File: src/rtl/psum_out_fifo_pkg.sv
// Shared constants for the MAC array output path and a pointer-width helper.
package psum_out_fifo_pkg;

    localparam int unsigned COL     = 8;
    localparam int unsigned PSUM_BW = 16;

    // Bits needed to index 'value' entries (ceil(log2(value))).
    function automatic int unsigned clog2(input int unsigned value);
        int unsigned bits;
        bits = 0;
        for (int unsigned v = value - 1; v > 0; v = v >> 1) begin
            bits = bits + 1;
        end
        return bits;
    endfunction

endpackage

File: src/rtl/psum_out_fifo_col_fifo.sv
// Single-column circular FIFO: storage, write pointer and occupancy count.
// The read pointer is shared across columns and supplied by the parent.
module col_fifo
    import psum_out_fifo_pkg::*;
#(
    parameter int unsigned psum_bw = PSUM_BW,
    parameter int unsigned depth   = 16,
    localparam int unsigned ptr_w  = clog2(depth),
    localparam int unsigned cnt_w  = ptr_w + 1
) (
    input  logic               clk,
    input  logic               reset,
    input  logic [psum_bw-1:0] din,
    input  logic               wr,
    input  logic               pop,
    input  logic [ptr_w-1:0]   rd_ptr,
    output logic [psum_bw-1:0] head_c,
    output logic               nonempty_c,
    output logic               full_c,
    output logic               drop_c
);

    logic [psum_bw-1:0] mem [depth];
    logic [ptr_w-1:0]   wr_ptr;
    logic [cnt_w-1:0]   count;
    logic               wr_acc;

    assign full_c     = (count == cnt_w'(depth));
    assign nonempty_c = (count != '0);
    // A full column still takes a write when the same edge pops a row.
    assign wr_acc     = wr && (!full_c || pop);
    assign drop_c     = wr && !wr_acc;
    assign head_c     = mem[rd_ptr];

    // Pointer and occupancy tracking; a concurrent write and pop cancel out.
    always_ff @(posedge clk or posedge reset) begin
        if (reset) begin
            wr_ptr <= '0;
            count  <= '0;
        end else begin
            if (wr_acc) begin
                wr_ptr <= wr_ptr + ptr_w'(1);
            end
            case ({wr_acc, pop})
                2'b10:   count <= count + cnt_w'(1);
                2'b01:   count <= count - cnt_w'(1);
                default: count <= count;
            endcase
        end
    end

    // Storage carries no reset; occupancy alone defines valid entries.
    always_ff @(posedge clk) begin
        if (wr_acc) begin
            mem[wr_ptr] <= din;
        end
    end

endmodule

File: src/rtl/psum_out_fifo.sv
// Per-column partial-sum FIFOs that realign skewed array outputs into rows.
// Columns fill independently; pops are row-aligned via one shared read pointer.
module psum_out_fifo
    import psum_out_fifo_pkg::*;
#(
    parameter int unsigned col     = COL,
    parameter int unsigned psum_bw = PSUM_BW,
    parameter int unsigned depth   = 16,
    localparam int unsigned ptr_w  = clog2(depth),
    localparam int unsigned row_w  = psum_bw * col
) (
    input  logic             clk,
    input  logic             reset,
    input  logic [row_w-1:0] in,
    input  logic [col-1:0]   wr,
    input  logic             rd,
    output logic [row_w-1:0] out,
    output logic             o_valid,
    output logic             o_full,
    output logic             overflow
);

    logic [ptr_w-1:0] rd_ptr;
    logic [row_w-1:0] head_row;
    logic [col-1:0]   nonempty;
    logic [col-1:0]   full;
    logic [col-1:0]   drop;
    logic             pop_c;

    for (genvar c = 0; c < col; c++) begin : g_col
        col_fifo #(
            .psum_bw (psum_bw),
            .depth   (depth)
        ) u_fifo (
            .clk        (clk),
            .reset      (reset),
            .din        (in[psum_bw*c +: psum_bw]),
            .wr         (wr[c]),
            .pop        (pop_c),
            .rd_ptr     (rd_ptr),
            .head_c     (head_row[psum_bw*c +: psum_bw]),
            .nonempty_c (nonempty[c]),
            .full_c     (full[c]),
            .drop_c     (drop[c])
        );
    end

    // Flags come straight from counts registered at the previous edge.
    assign o_valid = &nonempty;
    assign o_full  = |full;
    assign pop_c   = rd && o_valid;

    // Shared read pointer, popped-row register and sticky drop flag.
    always_ff @(posedge clk or posedge reset) begin
        if (reset) begin
            rd_ptr   <= '0;
            out      <= '0;
            overflow <= 1'b0;
        end else begin
            if (pop_c) begin
                rd_ptr <= rd_ptr + ptr_w'(1);
                out    <= head_row;
            end
            if (|drop) begin
                overflow <= 1'b1;
            end
        end
    end

endmodule

File: config.mk
export PLATFORM = sky130hd
export DESIGN_NAME = psum_out_fifo
export DESIGN_NICKNAME = d
export VERILOG_FILES = /design/src/rtl/psum_out_fifo_pkg.sv /design/src/rtl/psum_out_fifo_col_fifo.sv /design/src/rtl/psum_out_fifo.sv
export SDC_FILE = /design/constraint.sdc
export NUM_CORES = 2
export LEC_CHECK = 0
export BUFFER_PORTS_ARGS = -buffer_cell sky130_fd_sc_hd__buf_2
export CAP_MARGIN = 20
export CORE_UTILIZATION = 60
export DETAILED_ROUTE_END_ITERATION = 8
export PLACE_DENSITY = 0.77
export SLEW_MARGIN = 15
export SYNTH_ARGS = -nofsm -noshare
export SYNTH_HDL_FRONTEND = slang
export SYNTH_SLANG_ARGS = --single-unit
File: constraint.sdc
create_clock -name clk -period 15.5 [get_ports clk]
set_input_delay 1.55 -clock clk [delete_from_list [all_inputs] [get_ports clk]]
set_output_delay 1.55 -clock clk [all_outputs]
set_load 0.02 [all_outputs]
Word-level counts from Yosys, hierarchy flattened
Memories as Yosys holds them, arrays and structs flattened. A register that Yosys moved wholly into a read port is not among the register bits.
Index checks and enable logic that the tools add are counted.

word-level totals
  register bits = 77
  bits in writable memories = 2048
  bits of input ports = 139
  output and inout port bits = 131
  word-level logic and storage cells = 159
  memories kept = 8

memory list
  name                 depth  width  rd ports  clocked after memory_dff  wr ports  line                          RTL
  g_col[0].u_fifo.mem  16     16     1         1                         1         psum_out_fifo_col_fifo.sv:23  logic [psum_bw-1:0] mem [depth];
  g_col[1].u_fifo.mem  16     16     1         1                         1         psum_out_fifo_col_fifo.sv:23
  g_col[2].u_fifo.mem  16     16     1         1                         1         psum_out_fifo_col_fifo.sv:23
  g_col[3].u_fifo.mem  16     16     1         1                         1         psum_out_fifo_col_fifo.sv:23
  g_col[4].u_fifo.mem  16     16     1         1                         1         psum_out_fifo_col_fifo.sv:23
  g_col[5].u_fifo.mem  16     16     1         1                         1         psum_out_fifo_col_fifo.sv:23
  +2 memories          --     --     --        --                        --        --

operators by class
  add/subtract/negate cells = 25
  equality and inequality tests = 24
  multiplexer cells = 24
  reductions and logical operators = 60

operators with widths
  kind                                                                count
  5-bit one-hot mux with 2 select lines                               8
  5-bit by 1-bit adder with 5-bit output, second input constant       8
  5-bit == test, second input constant                                8
  5-bit nonzero test                                                  8
  5-bit by 1-bit subtractor with 5-bit output, second input constant  8
  4-bit by 1-bit adder with 4-bit output, second input constant       9
  1-bit logical AND                                                   17
  2-bit by 1-bit == test with 1-bit output, second input constant     8
  2-bit == test, second input constant                                8
  1-bit logical NOT                                                   16
  1-bit 2-to-1 mux                                                    16
  2-bit nonzero test                                                  8
  8-bit OR reduction                                                  2
  1-bit logical OR                                                    8
  8-bit AND reduction                                                 1

Depth between registers and ports, before layout
  depth in word-level cells = 8
  gate-level depth with buffers = 13
  mapped depth without buffers = 12

By module
From an unflattened synthesis, not the netlist that was laid out.

second synthesis, totals
  cells, all modules = 4088
  area, all modules = 87739.1 um2

modules (own cells, without submodules)
  module                          times used  cells each  area an instance (um2)  seq. area each (um2)
  col_fifo (g_col[0].u_fifo ...)  7           475         10313.6                 7912.6
  col_fifo (g_col[7].u_fifo)      1           466         10505.1                 7912.6
  psum_out_fifo                   1           297         5038.6                  3328.2

Worst setup path before layout
Ideal clock, no wire load.

  path kind = input to register
  from = input rd
  to = memory g_col[3].u_fifo.mem[1][0] in the netlist's numbering (enable)
  setup time = 0.409 ns
  arrival = 3.495 ns
  data required time = 15.091 ns
  slack = 11.596 ns
  stages = 5
  path buffers = 1
  cells stage by stage = inv_1 -> nor3_4 -> buf_2 -> o211ai_1 -> nor3_1

between the ends
  cells in the longest elaborated chain, start to end = 5

ends and longest elaborated chain
  what                                    line                          RTL
  from (decl)                             psum_out_fifo.sv:16           input logic rd,
  1-bit logical AND                       psum_out_fifo.sv:51           assign pop_c = rd && o_valid;
  1-bit logical OR                        psum_out_fifo_col_fifo.sv:31  assign wr_acc = wr && (!full_c || pop);
  1-bit logical AND                       psum_out_fifo_col_fifo.sv:31
  1-bit 2-to-1 mux                        psum_out_fifo_col_fifo.sv:54  if (wr_acc) begin
  1-bit 2-to-1 mux (implied by the code)  psum_out_fifo_col_fifo.sv:55  mem[wr_ptr] <= din;
  to (decl)                               psum_out_fifo_col_fifo.sv:23

Every way passes these cells.

==> flow_metrics.py <==
metrics = {
    "logic_synthesis": {
        "synth_ff_type": "edfxtp_1",
        "synth_enable_flop_cells": 2048,
        "synth-seq-cells": 2253,
        "syn_area_per_cell_um2": 21.5,
        "yosysWarnings": 0,
        "yosys.cell_types.count": 50,
        "syn-num-nets": 4267,
        "synthCells": 4063,
        "yosysSeqAreaShare": 0.763,
        "netlist_area_um2": 87300,
        "ys_async_sr_fraction": 0.0910,
    },
    "worst_setup_path": {
        "cp.depth": 7,
        "cp-end-kind": "register",
        "worst_path_dominant_cell_family": "buffers and inverters",
        "path_buf_inv": 3,
        "cp_data_required_time_ns": 16.22,
        "path_cells": "buf_4 -> buf_4 -> buf_4 -> mux4_2 -> mux4_2 -> nand2_1 -> nand2_1",
        "critPathKind": "register to register",
        "cpMostUsedCell": "buf_4",
        "crit_slowest_cell": "buf_4",
        "reg2reg_depth": 7,
        "max_stage_delay_ns": 0.89,
        "cp_max_fo": 69,
        "worstSetupStartpointType": "register",
        "critPathArrivalTime_ns": 5.61,
    },
    "clocking": {
        "ctsResizeCount": 0,
        "htree_levels": 4,
        "cts_made_buffers": 214,
        "clock-sinks": 2253,
        "clock_latency_ns": 0.86,
        "tritoncts": "built",
        "postCtsHoldBufs": 0,
        "post_cts_buffers": 0,
        "cts_root_buf": "clkbuf_16",
        "clk_pin_slew_worst_paths_ns": 0.06,
        "clock_path_buffers": 3,
    },
    "outcome": {
        "violations": "DRC",
        "status": "finished with violations",
    },
    "sta": {
        "finalHoldViolations": 0,
        "clock_skew_ns": 0.0338,
        "final_max_slew_viol_count": 0,
        "maxSlewHeadroom": 0.235,
        "rsz0062_at_grt": "false",
        "fmax_mhz": 205,
        "period_minus_slack_ns": 4.88,
        "tightestPinTransition_ns": 1.15,
        "tns_ns": 0,
        "setup_ws_ns": 10.62,
        "timing.final.crit_share": 0.315,
        "setup_viol": 0,
        "holdWs_ns": 0.468,
    },
    "global_route": {
        "grt_pass1_wl_mm": 290,
        "overflow": 0,
        "first_global_vias": 43200,
        "grt_start_max_net_pins": 146,
        "antenna_found_initial": 29,
        "grt_usage": 0.274,
    },
    "place": {
        "dp.cells": 6145,
        "port_buffers": 269,
        "dp_slack_ns": 10.10,
        "place_congestion": 0.779,
        "hpwl_mm": 110,
        "placed_area_um2": 91400,
    },
    "job": {
        "drv_cap": 0,
    },
    "route": {
        "drtAntennaViolNets": 0,
        "routed_wirelength_mm": 198,
        "avgRoutedWirePerCell_um": 30.1,
        "drt_first_pass_iters": 7,
        "drcViolationCount": 36,
        "via_per_inst": 6.43,
        "drt_iter0_drc": 4390,
        "vias": 42200,
    },
    "floorplanning": {
        "die_w_um": 383,
        "die_h_um": 383,
        "num_rows": 139,
        "die_area_um2": 147000,
        "ios": 270,
        "start_util": 0.606,
        "core_area_um2": 144000,
    },
    "min_path": {
        "hold_path_depth": 2,
        "hold_class": "register to register",
    },
    "power": {
        "ir_drop_mv": 0.186,
        "powerDensity_nw_per_um2": 190,
        "power_mw": 18.7,
        "leakage_nw": 33.1,
    },
    "finish": {
        "layout.cells.non_filler": 6570,
        "utilization": 0.684,
        "syn2layout_area_growth_pct": 12.9,
        "layout-drive-gt1-share": 0.315,
        "fill_cells": 8612,
        "nets": 4670,
        "design_area_um2": 98600,
    },
}
## placed cells by master (no fill, tap or decap), drive strengths merged, types with 11 or more instances in the layout
| master | n |
|---|---|
| xor2 | 13 |
| mux2 | 12 |
| diode | 11 |
| clkinv | 103 |
| nor3 | 13 |
| bufinv | 15 |
| a21oi | 22 |
| ha | 57 |
| inv | 52 |
| o211ai | 16 |
| nand2 | 431 |
| o21ai | 18 |
| nor4 | 19 |
| a22o | 14 |
| clkbuf | 276 |
| mux4 | 640 |
| nor2 | 131 |
| dfrtp | 205 |
| xnor2 | 42 |
| nand3 | 35 |
| buf | 382 |
| edfxtp | 2048 |
| a21o | 18 |
## sequential cells by signal, summed over array words and instances, names as in the netlist
register	count
rd_ptr	4
overflow	1
g_col.u_fifo.mem	2048
g_col.u_fifo.wr_ptr	32
g_col.u_fifo.count	40
out	128
## final cells by class
cell class | count | area (um2) | area share
timing repair buffer | 382 | 2430 | 0.0247
tap | 1903 | 2380 | 0.0242
antenna | 11 | 27.5 | 0.000279
clock buffer | 276 | 5810 | 0.0590
multi-input combinational | 1569 | 19900 | 0.202
clock inverter | 130 | 1140 | 0.0116
sequential | 2253 | 66600 | 0.676
inverter | 46 | 180 | 0.00183
## per-layer routing
metal	vias to the layer above	global-route usage	wire [um]
li1	17400	-	-
met1	22400	0.384	75400
met2	1996	0.448	99900
met3	334	0.0534	17100
met4	32	0.0766	4940
met5	-	0	198
## worst paths after layout
kind | start | endpoint | slack (ns)
min in group asynchronous | reset | out[113]$_DFFE_PP0N_ | 0.78
max in group asynchronous | reset | rd_ptr[1]$_DFFE_PP0N_ | 12.52
min reg2reg | out[113]$_DFFE_PP0N_ | out[113]$_DFFE_PP0N_ | 0.47
min | out[113]$_DFFE_PP0N_ | out[113]$_DFFE_PP0N_ | 0.47
max reg2reg | rd_ptr[1]$_DFFE_PP0N_ | out[42]$_DFFE_PP0N_ | 10.62
max | rd_ptr[1]$_DFFE_PP0N_ | out[42]$_DFFE_PP0N_ | 10.62
## worst register-to-register path: cells and delay by family, from the launching register on
family                 cells  cell delay, ns
AND/OR/NAND/NOR            2            0.17
buffers and inverters      3            2.69
multiplexers               2            1.04
flip-flops                 1            0.87
## cells by family after synthesis
| logic type | count (synthesis) | synth area share |
|---|---|---|
| compound gates | 130 | 0.0110 |
| simple gates | 659 | 0.0308 |
| mux | 660 | 0.168 |
| buf+inv | 241 | 0.0118 |
| fa+ha+maj | 65 | 0.0100 |
| xor+xnor | 55 | 0.00552 |
| flops | 2253 | 0.763 |
## where the power goes
part	switching, mW	internal (mW)
clock network	2.24	2.90
logic	3.16	2.50
registers	0.445	7.47
total	5.84	12.9
## cells in the mapped netlist, types with 9 or more instances
cell type,number,area [um2]
a21oi_1,22,110
a21o_1,18,135
xor2_1,13,114
nand3_1,35,175
clkbuf_1,118,443
nor4_1,19,119
buf_4,9,67.6
nand2_1,431,1620
edfxtp_1,2048,61500
o211ai_1,16,120
nor2_1,131,492
dfrtp_1,205,5130
inv_1,46,173
nor3_1,10,50.1
o21ai_0,9,45.0
mux2_2,12,135
buf_1,17,63.8
mux4_2,640,14400
xnor2_1,42,368
buf_2,47,235
a22o_1,14,123
ha_1,57,713
Power figures use the tool's default switching activity.
